**src/rtl/muldiv_seq.sv**
```systemverilog
// Sequential RV32M multiply/divide unit: radix-2 shift-add multiply and restoring divide, one bit per cycle.
// Optional macro RV32_MULDIV_EARLY_OUT_EN: divide-by-zero and signed-overflow divides skip straight to DONE.
`timescale 1ns/1ps
module muldiv_seq (
    input  logic        clk_i,
    input  logic        rst_ni,
    input  logic        valid_i,
    output logic        ready_o,
    input  logic [2:0]  op_i,
    input  logic [31:0] operand_a_i,
    input  logic [31:0] operand_b_i,
    input  logic        flush_i,
    output logic        valid_o,
    input  logic        ready_i,
    output logic [31:0] result_o
);
    localparam logic [1:0] IDLE = 2'd0;
    localparam logic [1:0] CALC = 2'd1;
    localparam logic [1:0] FIX  = 2'd2;
    localparam logic [1:0] DONE = 2'd3;

    localparam logic [2:0] OP_MUL    = 3'd0;
    localparam logic [2:0] OP_MULH   = 3'd1;
    localparam logic [2:0] OP_MULHSU = 3'd2;
    localparam logic [2:0] OP_MULHU  = 3'd3;
    localparam logic [2:0] OP_DIV    = 3'd4;
    localparam logic [2:0] OP_DIVU   = 3'd5;
    localparam logic [2:0] OP_REM    = 3'd6;

    logic [1:0]  state_reg;
    logic [4:0]  count_reg;
    logic        init_reg;
    logic [2:0]  op_reg;
    logic [31:0] a_reg;
    logic [31:0] b_reg;
    logic [31:0] hi_reg;
    logic [31:0] lo_reg;
    logic [31:0] opnd_reg;
    logic [31:0] result_reg;

    logic        accept;
    logic        is_div;
    logic        neg_a;
    logic        neg_b;
    logic [31:0] a_mag;
    logic [31:0] b_mag;
    logic [32:0] add_sum;
    logic [32:0] shifted;
    logic        sub_ok;
    logic [31:0] sub_diff;
    logic [63:0] product;
    logic [63:0] prod_fixed;
    logic [31:0] quo_fixed;
    logic [31:0] rem_fixed;
    logic [31:0] fix_result;
    logic        early_hit;
    logic [31:0] early_result;

    assign ready_o  = (state_reg == IDLE);
    assign valid_o  = (state_reg == DONE);
    assign result_o = valid_o ? result_reg : 32'd0;
    assign accept   = valid_i && ready_o && !flush_i;

    assign is_div = op_reg[2];
    assign neg_a  = a_reg[31] && (op_reg == OP_MULH || op_reg == OP_MULHSU ||
                                  op_reg == OP_DIV  || op_reg == OP_REM);
    assign neg_b  = b_reg[31] && (op_reg == OP_MULH || op_reg == OP_DIV || op_reg == OP_REM);
    assign a_mag  = neg_a ? (~a_reg + 32'd1) : a_reg;
    assign b_mag  = neg_b ? (~b_reg + 32'd1) : b_reg;

    // Multiply keeps {partial product, multiplier} in hi/lo; divide keeps {remainder, dividend/quotient}.
    assign add_sum  = {1'b0, hi_reg} + (lo_reg[0] ? {1'b0, opnd_reg} : 33'd0);
    assign shifted  = {hi_reg, lo_reg[31]};
    assign sub_ok   = (shifted >= {1'b0, opnd_reg});
    assign sub_diff = shifted[31:0] - opnd_reg;

    assign product    = {hi_reg, lo_reg};
    assign prod_fixed = (neg_a ^ neg_b) ? (~product + 64'd1) : product;
    assign quo_fixed  = (neg_a ^ neg_b) ? (~lo_reg + 32'd1) : lo_reg;
    assign rem_fixed  = neg_a ? (~hi_reg + 32'd1) : hi_reg;

    always_comb begin
        fix_result = 32'd0;
        case (op_reg)
            OP_MUL:                      fix_result = prod_fixed[31:0];
            OP_MULH, OP_MULHSU, OP_MULHU: fix_result = prod_fixed[63:32];
            OP_DIV, OP_DIVU:             fix_result = (b_reg == 32'd0) ? 32'hFFFF_FFFF : quo_fixed;
            default:                     fix_result = (b_reg == 32'd0) ? a_reg : rem_fixed;
        endcase
    end

`ifdef RV32_MULDIV_EARLY_OUT_EN
    // Bit 0 of a divide op code is clear only for the signed variants (DIV, REM).
    assign early_hit = op_i[2] && ((operand_b_i == 32'd0) ||
                       (!op_i[0] && operand_a_i == 32'h8000_0000 && operand_b_i == 32'hFFFF_FFFF));
    assign early_result = (operand_b_i == 32'd0) ? (op_i[1] ? operand_a_i : 32'hFFFF_FFFF)
                                                 : (op_i[1] ? 32'd0 : 32'h8000_0000);
`else
    assign early_hit    = 1'b0;
    assign early_result = 32'd0;
`endif

    always_ff @(posedge clk_i or negedge rst_ni) begin
        if (!rst_ni) begin
            state_reg  <= IDLE;
            count_reg  <= 5'd0;
            init_reg   <= 1'b0;
            op_reg     <= 3'd0;
            a_reg      <= 32'd0;
            b_reg      <= 32'd0;
            hi_reg     <= 32'd0;
            lo_reg     <= 32'd0;
            opnd_reg   <= 32'd0;
            result_reg <= 32'd0;
        end else if (flush_i && state_reg != IDLE) begin
            state_reg <= IDLE;
            count_reg <= 5'd0;
            init_reg  <= 1'b0;
        end else begin
            case (state_reg)
                IDLE: if (accept) begin
                    op_reg    <= op_i;
                    a_reg     <= operand_a_i;
                    b_reg     <= operand_b_i;
                    count_reg <= 5'd0;
                    if (early_hit) begin
                        result_reg <= early_result;
                        state_reg  <= DONE;
                    end else begin
                        init_reg  <= 1'b1;
                        state_reg <= CALC;
                    end
                end
                CALC: if (init_reg) begin
                    // First CALC cycle loads operand magnitudes before iterating.
                    init_reg <= 1'b0;
                    hi_reg   <= 32'd0;
                    lo_reg   <= is_div ? a_mag : b_mag;
                    opnd_reg <= is_div ? b_mag : a_mag;
                end else begin
                    if (is_div) begin
                        hi_reg <= sub_ok ? sub_diff : shifted[31:0];
                        lo_reg <= {lo_reg[30:0], sub_ok};
                    end else begin
                        {hi_reg, lo_reg} <= {add_sum, lo_reg[31:1]};
                    end
                    count_reg <= count_reg + 5'd1;
                    if (count_reg == 5'd31) state_reg <= FIX;
                end
                FIX: begin
                    result_reg <= fix_result;
                    state_reg  <= DONE;
                end
                default: if (ready_i) state_reg <= IDLE;
            endcase
        end
    end
endmodule

```
**config.mk**
```make
export PLATFORM = sky130hd
export DESIGN_NAME = muldiv_seq
export DESIGN_NICKNAME = d
export VERILOG_FILES = /design/src/rtl/muldiv_seq.sv
export SDC_FILE = /design/constraint.sdc
export NUM_CORES = 1
export LEC_CHECK = 0
export ABC_CLOCK_PERIOD_IN_PS = 7200
export CAP_MARGIN = 20
export CELL_PAD_IN_SITES_DETAIL_PLACEMENT = 2
export CELL_PAD_IN_SITES_GLOBAL_PLACEMENT = 2
export CORE_MARGIN = 5
export CORE_UTILIZATION = 40
export DETAILED_ROUTE_END_ITERATION = 10
export DONT_BUFFER_PORTS = 1
export PLACE_DENSITY_LB_ADDON = 0.1
export RECOVER_POWER = 100
export SLEW_MARGIN = 15
export SYNTH_ARGS = -nofsm -noshare
export SYNTH_HDL_FRONTEND = slang
export SYNTH_SLANG_ARGS = --single-unit
```
**constraint.sdc**
```tcl
create_clock -name clk_i -period 7.2 [get_ports clk_i]
set_input_delay 1.44 -clock clk_i [delete_from_list [all_inputs] [get_ports clk_i]]
set_output_delay 1.44 -clock clk_i [all_outputs]
set_load 0.005 [all_outputs]
```
# Yosys cells after proc, flatten, opt, wreduce, memory -nomap -nowiden
# Index checks and enable logic that the tools add are counted.
# word_totals
regBits	203
latch_bits	0
ramBits	0
mem_bits_ro	0
in_bits	72
out_inout_bits	34
word_cells	95
mem_count	0
# classes
add_sub_neg	8
n_mul	0
div_mod_pow	0
order_cmp	1
n_eq_ne	13
shift	0
mux	30
bitwise_logic	7
reduce_logical	26
# ops
cell	n
2-to-1 mux 32 bit	15
adder 32 x 1 -> 32 bit (second input constant)	4
NOT 32 bit	4
case mux 32 bit (3 select lines)	1
adder 64 x 1 -> 64 bit (second input constant)	1
2-to-1 mux 64 bit	1
NOT 64 bit	1
adder 32 x 32 -> 33 bit	1
greater-or-equal comparator 33 x 32 -> 1 bit	1
zero test 32 bit	1
subtractor 32 bit	1
2-to-1 mux 5 bit	3
2-to-1 mux 2 bit	5
case mux 5 bit (2 select lines)	1
equality test 3 bit (second input constant)	3
AND reduction 3 bit	3
equality test 3 x 2 -> 1 bit (second input constant)	2
!= test 3 bit (second input constant)	2
case mux 2 bit (3 select lines)	1
AND reduction 2 bit	3
adder 5 x 1 -> 5 bit (second input constant)	1
equality test 5 bit (second input constant)	1
logical AND 1 bit	5
logical OR 1 bit	5
17 further kinds	19

# Depth between registers and ports, before layout
# logic_depth
depth_word	9
mapped_depth	15
ltp_nobuf	14

# Worst setup path after synthesis
# OpenSTA, ideal clock, no wires.
# synth_timing
path_kind	flip-flop to flip-flop
startpoint	register b_reg[0]
endpoint	register result_reg[24]
setup_ns	0.129
t_arrival_ns	3.056
required_time_ns	7.071
path_slack_ns	4.015
stages_incl_launch_ff	12
n_path_buf	1
period_less_slack_ns	3.185
path_cell_list	dfrtp_1 > inv_1 > ha_1 > or3b_2 > or4_1 > or3_4 > or4_1 > buf_2 > nand2_1 > o21ai_0 > a221oi_1 > a21oi_1
# synth_via
elab_chain_len	3
elab_cells_between_ends	4
classes_between	mux: 3; reduce/logical: 1
# synth_lines
item	line_no	source
start, declared	35	logic [31:0] b_reg;
start signal, assigned	124	b_reg <= operand_b_i;
zero test 32 bit *	87, 88	
2-to-1 mux 32 bit, on equally long branches	88, 87	
case mux 32 bit (3 select lines) *	84	case (op_reg)
end signal, assigned	127	result_reg <= early_result;
end signal, assigned	151	result_reg <= fix_result;
end, declared	39	logic [31:0] result_reg;
# Mark *: on every way between the ends. The rest lies on a longest branch, timed or not.
# A chain may end at the register's enable or synchronous reset.

# Final worst setup path
# layout_timing
startpoint	register b_reg[0]
endpoint	register result_reg[16]
# Same word-level chain as after synthesis.

==> impl_metrics.csv <==
group,metric,value,unit
outcome,outcome,"complete, but fails checks",
outcome,violations,"max-capacitance violations, max-slew violations",
job,drv_cap,4,
sta,worst_pin_slew,3180,ps
die,fp.coreArea,42900,um2
grt,grt_pass1_wl,114000,um
placed_design,place.gp.congestion,0.915,
sta,hold_viol_final,0,
clock_tree,cts_tree,"done",
logic_synthesis,synth_edf_count,0,
routing,wire_per_inst,28.5,um
critical_path,end_kind,"register",
logic_synthesis,synth.distinct_cells,86,
logic_synthesis,synth_top_family_by_area,"compound AO/OA/AOI/OAI gates",
logic_synthesis,synth_area_leaders,"dfrtp_1, mux2_2, a21oi_1, xnor2_1, ha_1",
logic_synthesis,syn_nets,2264,
sta,fin_skew,18.0,ps
logic_synthesis,netlist_instances,2115,
placed_design,dp_slack,2950,ps
grt,grt_pass1_vias,17535,
clock_tree,cts.sinks,203,
logic_synthesis,muxShareOfSynthArea,9.16,%
critical_path,crit_path_end,"result_reg[16]",
placed_design,place_area,17600,um2
placed_design,port_buffers,0,
logic_synthesis,yosys_register_bits,203,
clock_tree,clkTransAtPathRegs,60,ps
routing,drc,0,
critical_path,ff2ff_path_depth,10,
grt,grt_max_degree,204,
grt,antenna_found_initial,2,
clock_tree,cts.path.max_buffers,3,
clock_tree,cts_setup_buffers,0,
logic_synthesis,synth_compound_area_share,22.6,%
clock_tree,cts_root_buf,"clkbuf_16",
die,fp.dieH,218,um
final_layout,fin_nets,2167,
routing,vias,16506,
min_path,hold_path_class,"register to register",
clock_tree,cts-resized-gates,0,
final_layout,fin_util,43.0,%
critical_path,cp.required,7700,ps
sta,slew_headroom,-113,%
logic_synthesis,synth_xor_area_share,10.1,%
pwr,leakagePower,7.76,nW
sta,setup_violations,0,
logic_synthesis,synthFlopType,"dfrtp_1",
pwr,p_per_area,625,nW/um2
grt,overflow,0,
critical_path,r2r_end,"result_reg[16]",
sta,fin_hold_ws,475,ps
logic_synthesis,syn_area,17200,um2
final_layout,final_cell_area,18500,um2
die,start_util,40.2,%
logic_synthesis,seq_area_frac_synth,29.5,%
logic_synthesis,syn_avg_cell_area,8.15,um2
pwr,ir_drop,0.000298,V
die,num_rows,76,
final_layout,drive_gt1_share,9.13,%
sta,period_needed,5530,ps
routing,antenna_left,0,
clock_tree,clk_latency,590,ps
sta,finalCritPeriodShare,76.9,%
sta,fin_ws,1670,ps
sta,grt_setup_unrepaired,"false",
critical_path,start_kind,"register",
clock_tree,hold_buffers,0,
critical_path,r2r_start,"b_reg[0]",
critical_path,crit_type,"register to register",
final_layout,area_growth,7.06,%
logic_synthesis,synthSimpleGateAreaFrac,18.1,%
logic_synthesis,synthArstFlopShare,100,%
critical_path,cp_max_fo,46,
sta,totalNegativeSetupSlack,0,ps
clock_tree,h-tree-depth,1,
routing,dr.pass1.iters,5,
critical_path,reg2reg_slack,1670,ps
logic_synthesis,synth_top_area_share,29.5,%
routing,wl,74700,um
grt,grtUsageTotal,31.0,%
logic_synthesis,synth_fa_ha_area_share,5.67,%
critical_path,crit_path_start,"b_reg[0]",
die,die_area,47400,um2
logic_synthesis,yosysTopAreaCell,"dfrtp_1",
sta,drv_slew,198,
routing,via_per_inst,6.29,
sta,max_freq,181,MHz
placed_design,dp_hpwl,56300,um
clock_tree,cts_buffers,27,
critical_path,critPathArrivalTime,6030,ps
die,ios,106,
logic_synthesis,ys.warnings.count,0,
die,die_x,218,um
routing,first_iter_violations,1076,
critical path, stage by stage (launching register included):
cell and delay (ps):
dfrtp_1 410, inv_1 200, ha_1 250, or3b_2 490, or4_1 570, or3_1 510, or4_1 520, clkbuf_1 920
o31ai_1 1060, a221oi_1 260, a21oi_1 230
placed cells by master (no fill, tap or decap), types with 9 or more instances in the layout:
cell type  synthesis  routed
nor3_1            40      40
buf_4              0      16
a211oi_1          35      35
nor4_1            11      11
mux2_2            89      83
xor2_1            88      88
mux2i_1           36      35
clkbuf_8           2       9
ha_1              75      75
o211ai_1          17      17
xnor2_1          110     110
a221oi_1          24      24
nand2_1          211     210
and2_0             1      35
or4_1             18      18
nor2_1           206     205
dfrtp_1          203     202
clkbuf_16          0      27
nand3b_1          12      12
and3_1            10      10
nand4_1           14      14
o31ai_1           25      26
o21a_1             9       9
inv_1             67      67
a21oi_1          200     199
mux4_2             9       9
nor2b_1           12      12
a21o_1            33      33
a31oi_1           18      18
nand3_1           21      21
o22ai_1           22      22
or3_1             10      11
nand2b_1          16      16
o21ai_0          181     183
metrics by stage:
step	cells	power [W]
floorplan	2115	0.00735
global placement	2573	0.00967
detailed placement	2574	0.00999
CTS	2623	0.0115
global route	2624	0.0123
finish	2625	0.0115
how the worst min path moves through the flow:
stage	startpoint	end	slack, ps	depth (start not counted)
finish	opnd_reg[24]	opnd_reg[24]	480	2
global route	result_reg[30]	result_reg[30]	520	2
CTS	opnd_reg[24]	opnd_reg[24]	480	2
detailed placement	opnd_reg[24]	opnd_reg[24]	470	2
global placement	opnd_reg[3]	opnd_reg[3]	460	2
floorplan	result_reg[28]	result_reg[28]	430	2
cell type report:
cell class | count | area [um2]
clock inverters | 10 | 121
fillers | 4847 | 24400
well taps | 585 | 732
flip-flops and latches | 203 | 5080
inverters | 67 | 251
clock buffers | 39 | 811
diodes | 2 | 5.00
repair buffers | 21 | 139
multi-input cells | 1698 | 11300
power breakdown:
group	switching [W]	total (W)	internal (W)	leakage, nW
registers	0.000989	0.00265	0.00166	2.51
logic	0.00473	0.00746	0.00273	4.79
clock network	0.000579	0.00143	0.000853	0.463
cell families (layout without fill, tap and decap cells):
group / count (synthesis) / in the layout
other: 0 / 2
DFF: 203 / 203
and+or+nand+nor: 653 / 653
muxes: 135 / 135
xor gates and xnor gates: 198 / 198
adders and majority gates: 77 / 77
buffers and inverters: 214 / 137
AOI/OAI and AO/OA: 635 / 635
synth_stat cells (all sizes together) (6+ instances only):
library cell / n
nand2b: 17
xnor2: 110
clkbuf: 123
nand2: 213
o211ai: 17
mux2i: 36
and2: 39
dfrtp: 203
o41ai: 10
nor3b: 6
a22o: 6
or4: 18
a21oi: 200
mux2: 90
o22ai: 22
a211oi: 35
a31oi: 18
buf: 22
o21a: 9
o31ai: 26
nand3b: 12
ha: 75
mux4: 9
xor2: 88
nand3: 21
nand4: 14
and3: 10
nor3: 42
o21ai: 186
a21o: 33
inv: 67
nor2: 208
nor2b: 12
or3: 14
nor4: 13
a221oi: 24
layer usage:
layer	share of wire [%]	vias up	wire [um]	global-route usage, %
met2	48	441	35500	51.6
li1	-	7381	-	-
met5	0	-	0	0
met3	4.6	121	3470	3.65
met4	4.3	0	3250	11.4
met1	43	8563	32500	41.6
Power figures use the tool's default switching activity.
